--- src/rtl/softmax_pkg.sv ---
// -----------------------------------------------------------------------------
// softmax_pkg
// Shared constants and types for the softmax datapath blocks.
//   DATAWIDTH : lane width of the fixed-point scores
//   NUM       : lanes per beat
//   NEG_MAX   : most negative DATAWIDTH-bit two's-complement value, used as
//               the identity element of a running signed max
//   state_e   : row-level FSM states of the max-reduction unit
// -----------------------------------------------------------------------------
package softmax_pkg;

    localparam int DATAWIDTH = 16;
    localparam int NUM       = 4;

    localparam logic [15:0] NEG_MAX = 16'h8000;

    typedef enum logic [1:0] {
        IDLE  = 2'd0,
        ACCUM = 2'd1,
        DRAIN = 2'd2,
        DONE  = 2'd3
    } state_e;

endpackage

--- src/rtl/softmax_max_reduce_max4_tree.sv ---
// -----------------------------------------------------------------------------
// max4_tree
// Combinational signed maximum of four lanes plus the index of the winning
// lane. Ties always resolve to the lowest lane number, because a higher lane
// only wins when it is strictly greater.
// Ports:
//   a0..a3   : lane values, two's-complement signed
//   max_val  : largest of the four lanes
//   max_lane : lane index (0..3) of max_val
// -----------------------------------------------------------------------------
module max4_tree
    import softmax_pkg::*;
#(
    parameter int DATAWIDTH = 16
) (
    input  logic [DATAWIDTH-1:0] a0,
    input  logic [DATAWIDTH-1:0] a1,
    input  logic [DATAWIDTH-1:0] a2,
    input  logic [DATAWIDTH-1:0] a3,
    output logic [DATAWIDTH-1:0] max_val,
    output logic [1:0]           max_lane
);

    logic [DATAWIDTH-1:0] lo_max_s;
    logic [DATAWIDTH-1:0] hi_max_s;
    logic [1:0]           lo_idx_s;
    logic [1:0]           hi_idx_s;

    // Pairwise compare of lanes 0/1 and 2/3, then a final compare of the pairs.
    always_comb begin
        lo_max_s = a0;
        lo_idx_s = 2'd0;
        hi_max_s = a2;
        hi_idx_s = 2'd2;
        max_val  = a0;
        max_lane = 2'd0;

        if ($signed(a1) > $signed(a0)) begin
            lo_max_s = a1;
            lo_idx_s = 2'd1;
        end else begin
            lo_max_s = a0;
            lo_idx_s = 2'd0;
        end

        if ($signed(a3) > $signed(a2)) begin
            hi_max_s = a3;
            hi_idx_s = 2'd3;
        end else begin
            hi_max_s = a2;
            hi_idx_s = 2'd2;
        end

        // The upper pair must be strictly greater to beat the lower lanes.
        if ($signed(hi_max_s) > $signed(lo_max_s)) begin
            max_val  = hi_max_s;
            max_lane = hi_idx_s;
        end else begin
            max_val  = lo_max_s;
            max_lane = lo_idx_s;
        end
    end

endmodule

--- src/rtl/softmax_max_reduce.sv ---
// -----------------------------------------------------------------------------
// softmax_max_reduce
// Streaming signed max-reduction over a row of scores, four lanes per beat.
// The row maximum is the scalar subtracted from every score by the downstream
// subtract stage.
//
// Pipeline: stage 1 registers the per-beat max (max4_tree), stage 2 folds it
// into the running row max. After the last beat one DRAIN cycle lets stage 2
// absorb the final stage-1 result before the result is offered in DONE.
//
// Ports:
//   clk, rst        : clock, asynchronous active-high reset
//   start, len      : row request (sampled only in IDLE) and beat count
//   in_valid        : lane data valid
//   in_ready        : a beat is accepted when in_valid & in_ready
//   a_inp0..a_inp3  : lane scores
//   max_valid       : row result available (DONE)
//   max_ready       : consumer takes the result
//   max_out         : row maximum, held until the next start
//   max_idx         : flat index beat*4+lane of the maximum
//                     (only with MAX_REDUCE_ARGMAX_EN)
//
// Build option: define MAX_REDUCE_ARGMAX_EN to add the max_idx port and the
// index tracking registers. max_out timing is the same either way.
// -----------------------------------------------------------------------------
module softmax_max_reduce
    import softmax_pkg::*;
#(
    parameter int DATAWIDTH = 16,
    parameter int NUM       = 4,
    parameter int LEN_W     = 8
) (
    input  logic                 clk,
    input  logic                 rst,
    input  logic                 start,
    input  logic [LEN_W-1:0]     len,
    input  logic                 in_valid,
    output logic                 in_ready,
    input  logic [DATAWIDTH-1:0] a_inp0,
    input  logic [DATAWIDTH-1:0] a_inp1,
    input  logic [DATAWIDTH-1:0] a_inp2,
    input  logic [DATAWIDTH-1:0] a_inp3,
    output logic                 max_valid,
    input  logic                 max_ready,
`ifdef MAX_REDUCE_ARGMAX_EN
    output logic [DATAWIDTH-1:0] max_out,
    output logic [LEN_W+1:0]     max_idx
`else
    output logic [DATAWIDTH-1:0] max_out
`endif
);

    localparam int LANE_W = $clog2(NUM);

    localparam logic [1:0] ST_IDLE  = IDLE;
    localparam logic [1:0] ST_ACCUM = ACCUM;
    localparam logic [1:0] ST_DRAIN = DRAIN;
    localparam logic [1:0] ST_DONE  = DONE;

    localparam logic [DATAWIDTH-1:0] NEG_MAX_C = {1'b1, {(DATAWIDTH-1){1'b0}}};
    localparam logic [LEN_W-1:0]     LEN_ZERO  = {LEN_W{1'b0}};
    localparam logic [LEN_W-1:0]     LEN_ONE   = {{(LEN_W-1){1'b0}}, 1'b1};

    logic [1:0]           state_r;
    logic [1:0]           state_nxt_s;
    logic [LEN_W-1:0]     beat_cnt_r;
    logic                 in_ready_r;
    logic                 max_valid_r;

    logic                 start_ok_s;
    logic                 accept_s;
    logic                 last_beat_s;
    logic                 done_hs_s;

    logic [DATAWIDTH-1:0] tree_max_s;
    logic                 s1_valid_r;
    logic [DATAWIDTH-1:0] s1_max_r;
    logic [DATAWIDTH-1:0] run_max_r;
    logic                 s2_update_s;

`ifdef MAX_REDUCE_ARGMAX_EN
    logic [LANE_W-1:0]    tree_lane_s;
    logic [LEN_W-1:0]     beat_num_r;
    logic [LEN_W-1:0]     s1_beat_r;
    logic [LANE_W-1:0]    s1_lane_r;
    logic [LEN_W+LANE_W-1:0] run_idx_r;
`else
    logic [1:0]           tree_lane_unused_s;
`endif

    assign start_ok_s  = start & (state_r == ST_IDLE);
    assign accept_s    = in_valid & in_ready_r;
    assign last_beat_s = accept_s & (beat_cnt_r == LEN_ONE);
    assign done_hs_s   = max_valid_r & max_ready;
    assign s2_update_s = s1_valid_r & ($signed(s1_max_r) > $signed(run_max_r));

    assign in_ready  = in_ready_r;
    assign max_valid = max_valid_r;
    assign max_out   = run_max_r;

    max4_tree #(
        .DATAWIDTH (DATAWIDTH)
    ) u_stage1_tree (
        .a0       (a_inp0),
        .a1       (a_inp1),
        .a2       (a_inp2),
        .a3       (a_inp3),
        .max_val  (tree_max_s),
`ifdef MAX_REDUCE_ARGMAX_EN
        .max_lane (tree_lane_s)
`else
        .max_lane (tree_lane_unused_s)
`endif
    );

    // Row FSM next-state decode; start is only honoured in IDLE.
    always_comb begin
        state_nxt_s = state_r;
        case (state_r)
            ST_IDLE: begin
                if (start) begin
                    if (len == LEN_ZERO) begin
                        state_nxt_s = ST_DONE;
                    end else begin
                        state_nxt_s = ST_ACCUM;
                    end
                end else begin
                    state_nxt_s = ST_IDLE;
                end
            end
            ST_ACCUM: begin
                if (last_beat_s) begin
                    state_nxt_s = ST_DRAIN;
                end else begin
                    state_nxt_s = ST_ACCUM;
                end
            end
            ST_DRAIN: begin
                state_nxt_s = ST_DONE;
            end
            ST_DONE: begin
                if (done_hs_s) begin
                    state_nxt_s = ST_IDLE;
                end else begin
                    state_nxt_s = ST_DONE;
                end
            end
            default: begin
                state_nxt_s = ST_IDLE;
            end
        endcase
    end

    // FSM state, registered handshake outputs and remaining-beat counter.
    always_ff @(posedge clk or posedge rst) begin
        if (rst) begin
            state_r     <= ST_IDLE;
            in_ready_r  <= 1'b0;
            max_valid_r <= 1'b0;
            beat_cnt_r  <= LEN_ZERO;
        end else begin
            state_r     <= state_nxt_s;
            // Decoded from the next state so the flags line up with state_r.
            in_ready_r  <= (state_nxt_s == ST_ACCUM);
            max_valid_r <= (state_nxt_s == ST_DONE);
            if (start_ok_s) begin
                beat_cnt_r <= len;
            end else if (accept_s) begin
                beat_cnt_r <= beat_cnt_r - LEN_ONE;
            end else begin
                beat_cnt_r <= beat_cnt_r;
            end
        end
    end

    // Stage 1: capture the per-beat max of an accepted beat.
    always_ff @(posedge clk or posedge rst) begin
        if (rst) begin
            s1_valid_r <= 1'b0;
            s1_max_r   <= NEG_MAX_C;
        end else begin
            s1_valid_r <= accept_s;
            if (accept_s) begin
                s1_max_r <= tree_max_s;
            end else begin
                s1_max_r <= s1_max_r;
            end
        end
    end

    // Stage 2: running row max; strict compare keeps the earliest beat on ties.
    always_ff @(posedge clk or posedge rst) begin
        if (rst) begin
            run_max_r <= NEG_MAX_C;
        end else begin
            if (start_ok_s) begin
                run_max_r <= NEG_MAX_C;
            end else if (s2_update_s) begin
                run_max_r <= s1_max_r;
            end else begin
                run_max_r <= run_max_r;
            end
        end
    end

`ifdef MAX_REDUCE_ARGMAX_EN
    assign max_idx = run_idx_r;

    // Beat number of the next beat to be accepted within the current row.
    always_ff @(posedge clk or posedge rst) begin
        if (rst) begin
            beat_num_r <= LEN_ZERO;
        end else begin
            if (start_ok_s) begin
                beat_num_r <= LEN_ZERO;
            end else if (accept_s) begin
                beat_num_r <= beat_num_r + LEN_ONE;
            end else begin
                beat_num_r <= beat_num_r;
            end
        end
    end

    // Stage 1 index: beat number and winning lane travel with s1_max_r.
    always_ff @(posedge clk or posedge rst) begin
        if (rst) begin
            s1_beat_r <= LEN_ZERO;
            s1_lane_r <= {LANE_W{1'b0}};
        end else begin
            if (accept_s) begin
                s1_beat_r <= beat_num_r;
                s1_lane_r <= tree_lane_s;
            end else begin
                s1_beat_r <= s1_beat_r;
                s1_lane_r <= s1_lane_r;
            end
        end
    end

    // Stage 2 index: flat beat*4+lane, updated together with run_max_r.
    always_ff @(posedge clk or posedge rst) begin
        if (rst) begin
            run_idx_r <= {(LEN_W+LANE_W){1'b0}};
        end else begin
            if (start_ok_s) begin
                run_idx_r <= {(LEN_W+LANE_W){1'b0}};
            end else if (s2_update_s) begin
                run_idx_r <= {s1_beat_r, s1_lane_r};
            end else begin
                run_idx_r <= run_idx_r;
            end
        end
    end
`endif

endmodule

--- config.mk ---
export PLATFORM = sky130hd
export DESIGN_NAME = softmax_max_reduce
export DESIGN_NICKNAME = d
export VERILOG_FILES = /design/src/rtl/softmax_pkg.sv /design/src/rtl/softmax_max_reduce_max4_tree.sv /design/src/rtl/softmax_max_reduce.sv
export SDC_FILE = /design/constraint.sdc
export NUM_CORES = 1
export LEC_CHECK = 0
export CAP_MARGIN = 0
export CORE_MARGIN = 2
export CORE_UTILIZATION = 45
export CTS_CLUSTER_SIZE = 20
export DETAILED_ROUTE_END_ITERATION = 16
export PLACE_DENSITY = 0.72
export SLEW_MARGIN = 5
export SYNTH_ARGS = -nofsm -noshare
export SYNTH_HDL_FRONTEND = slang
export SYNTH_HIERARCHICAL = 1
export SYNTH_SLANG_ARGS = --single-unit
--- constraint.sdc ---
create_clock -name clk -period 6.4 [get_ports clk]
set_input_delay 0.64 -clock clk [delete_from_list [all_inputs] [get_ports clk]]
set_output_delay 0.64 -clock clk [all_outputs]
set_load 0.02 [all_outputs]
==> results.py <==
metrics = {
    "pwr": {
        "switchingPower_uw": 838,
        "power.share.clock": 0.134,
        "internal_power_mw": 1.10,
        "irDropWorstVdd_v": 0.000164,
        "sw_frac_of_total": 0.432,
        "combPwrFrac": 0.582,
        "power_density_mw_per_mm2": 354,
        "p_leak_nw": 2.65,
        "seqPwrFrac": 0.283,
    },
    "global_route": {
        "grt_max_degree": 46,
        "grt_first_pass_wirelength_um": 17900,
        "antenna_found_initial": 0,
        "grt_overflow": 0,
        "gr-usage-all-layers": 0.213,
        "first_global_vias": 3934,
    },
    "sta": {
        "finalCritPeriodShare": 0.793,
        "setup_viol": 0,
        "fmax_ghz": 0.197,
        "finalHoldViolCount": 0,
        "fin_skew_ps": 5.94,
        "rsz0062_at_grt": "no",
        "fin_setup_tns_ps": 0,
        "setup_ws_ps": 1320,
        "maxSlewHeadroom": 0.191,
        "tightest_slew_ps": 1210,
        "min_period_ps": 5080,
        "drv_slew": 0,
    },
    "cells_and_area": {
        "multi_input_area_mm2": 0.00282,
        "layout_commonest_cell": "clkdlybuf4s50_1",
        "diodes": 0,
        "drive_above_1_share": 0.101,
        "stdcell_area_mm2": 0.00549,
        "final_cell_mix": "clkdlybuf4s50_1, inv_1, ha_1, mux2i_1, dfrtp_1",
        "seqCellArea_mm2": 0.00113,
        "post-route-util": 0.591,
        "nFillCells": 866,
        "fin_nets": 707,
        "syn_to_final_growth_pct": 27.0,
    },
    "cts": {
        "cts_tree": "built",
        "cts_inserted_buffers": 5,
        "cts_buffer_depth": 2,
        "ctsHoldBuffers": 0,
        "cts_num_sinks": 45,
        "cts_resized": 0,
        "root_buffer": "clkbuf_8",
        "clkLatencyLatePin_ps": 300,
        "path_clk_slew_ps": 90,
        "cts_setup_buffers": 0,
        "htreeDepth": 2,
    },
    "synth": {
        "synth_area_mm2": 0.00432,
        "yosysWarnings": 6,
        "syn_nets": 617,
        "syn_area_per_cell_um2": 9.11,
        "synthCells": 474,
    },
    "setup_path": {
        "critPathKind": "in2reg",
        "crit_path_max_incr_delay_ps": 840,
        "worstPathArrival_ps": 5270,
        "crit_fanout": 13,
        "r2r_slack_ps": 3230,
        "cp-end-kind": "flop",
        "path_cells": "clkdlybuf4s50_1, inv_1, ha_1, nand4_1, nor3_1, o21ai_0, a31oi_2, mux2i_1, ha_1, and3_4, nand4_4, or3_1, and4_4, nor2_4, inv_4, mux2i_1, mux2_2",
        "crit_family": "simple AND/OR/NAND/NOR gates",
        "required_ps": 6590,
        "crit_path_start_kind": "input pin",
        "cp_num_buf_inv": 3,
        "crit_slowest_cell": "a31oi_2",
    },
    "detailed_routing": {
        "drc": 0,
        "wl_um": 10700,
        "routedWlPerCell_um": 15.4,
        "drtIter0Drc": 141,
        "viasPerCell": 5.43,
        "firstDrtPassIters": 4,
        "final_antenna_net_count": 0,
        "vias": 3766,
    },
    "die": {
        "initial_core_util": 0.465,
        "coreArea_mm2": 0.00928,
        "num_rows": 35,
        "fp.dieArea_mm2": 0.0104,
        "ios": 95,
        "die_w_um": 102,
        "die_y_um": 102,
    },
    "placement": {
        "pre_cts_ws_ps": 995,
        "io_buffers": 94,
        "routabilityCongestion": 0.965,
        "hpwlAfterDp_um": 9010,
        "dpl_cell_area_mm2": 0.00535,
    },
    "run_status": {
        "run_status": "complete, no violations",
    },
    "hold_path": {
        "holdCritPathClass": "reg2reg",
    },
    "job": {
        "cap_violations": 0,
    },
}
layout make-up:
cell class	instances	area share
well taps	129	0.0294
flip-flops and latches	45	0.206
repair buffers	97	0.176
multi-input cells	341	0.513
inverters	74	0.0511
clock inverters	3	0.0125
clock buffers	5	0.0125
tightest hold or removal path, delay by kind of cell, from the launching register on:
kind	cells	cell delay, ps
simple gates	2	120
flops	1	400
worst paths after layout:
path,from,to,cells after the start
max,a_inp0[15],s1_max_r[11],17
min,max_out[15],max_out[15],2
max reg2reg,max_out[15],max_out[10],8
min reg2reg,max_out[15],max_out[15],2
max in group asynchronous,rst,max_out[15],3
min in group asynchronous,rst,max_out[1],3
state kept, by name, indices dropped and copies added, names as in the netlist:
register and flops:
max_out 16, beat_cnt_r 8, s1_max_r 16, state_r 2, s1_valid_r 1, in_ready 1, max_valid 1
power by group through the flow:
stage / clock network (mW) / logic [mW] / registers (mW)
after floorplan: 0 / 0.770 / 0.581
after global placement: 0 / 1.09 / 0.548
after detailed placement: 0 / 1.13 / 0.554
after CTS: 0.265 / 1.13 / 0.549
after global routing: 0.276 / 1.26 / 0.570
final: 0.261 / 1.13 / 0.550
per-stage QoR:
step / power [mW] / std cells / hold slack (ps)
2_1_floorplan: 1.35 / 474 / 490
3_3_place_gp: 1.63 / 686 / 492
3_5_place_dp: 1.68 / 686 / 509
4_1_cts: 1.95 / 694 / 522
5_1_grt: 2.11 / 694 / 561
6_report: 1.94 / 694 / 525
layer usage:
metal | routed length (um) | share of wire | vias up | global-route usage
li1 | - | - | 1866 | -
met1 | 4750 | 0.44 | 1789 | 0.274
met2 | 5460 | 0.51 | 99 | 0.381
met3 | 366 | 0.034 | 12 | 0.0226
met4 | 139 | 0.013 | 0 | 0.0595
met5 | 0 | 0 | - | 0
No activity file was read; power rests on OpenSTA's default activity.
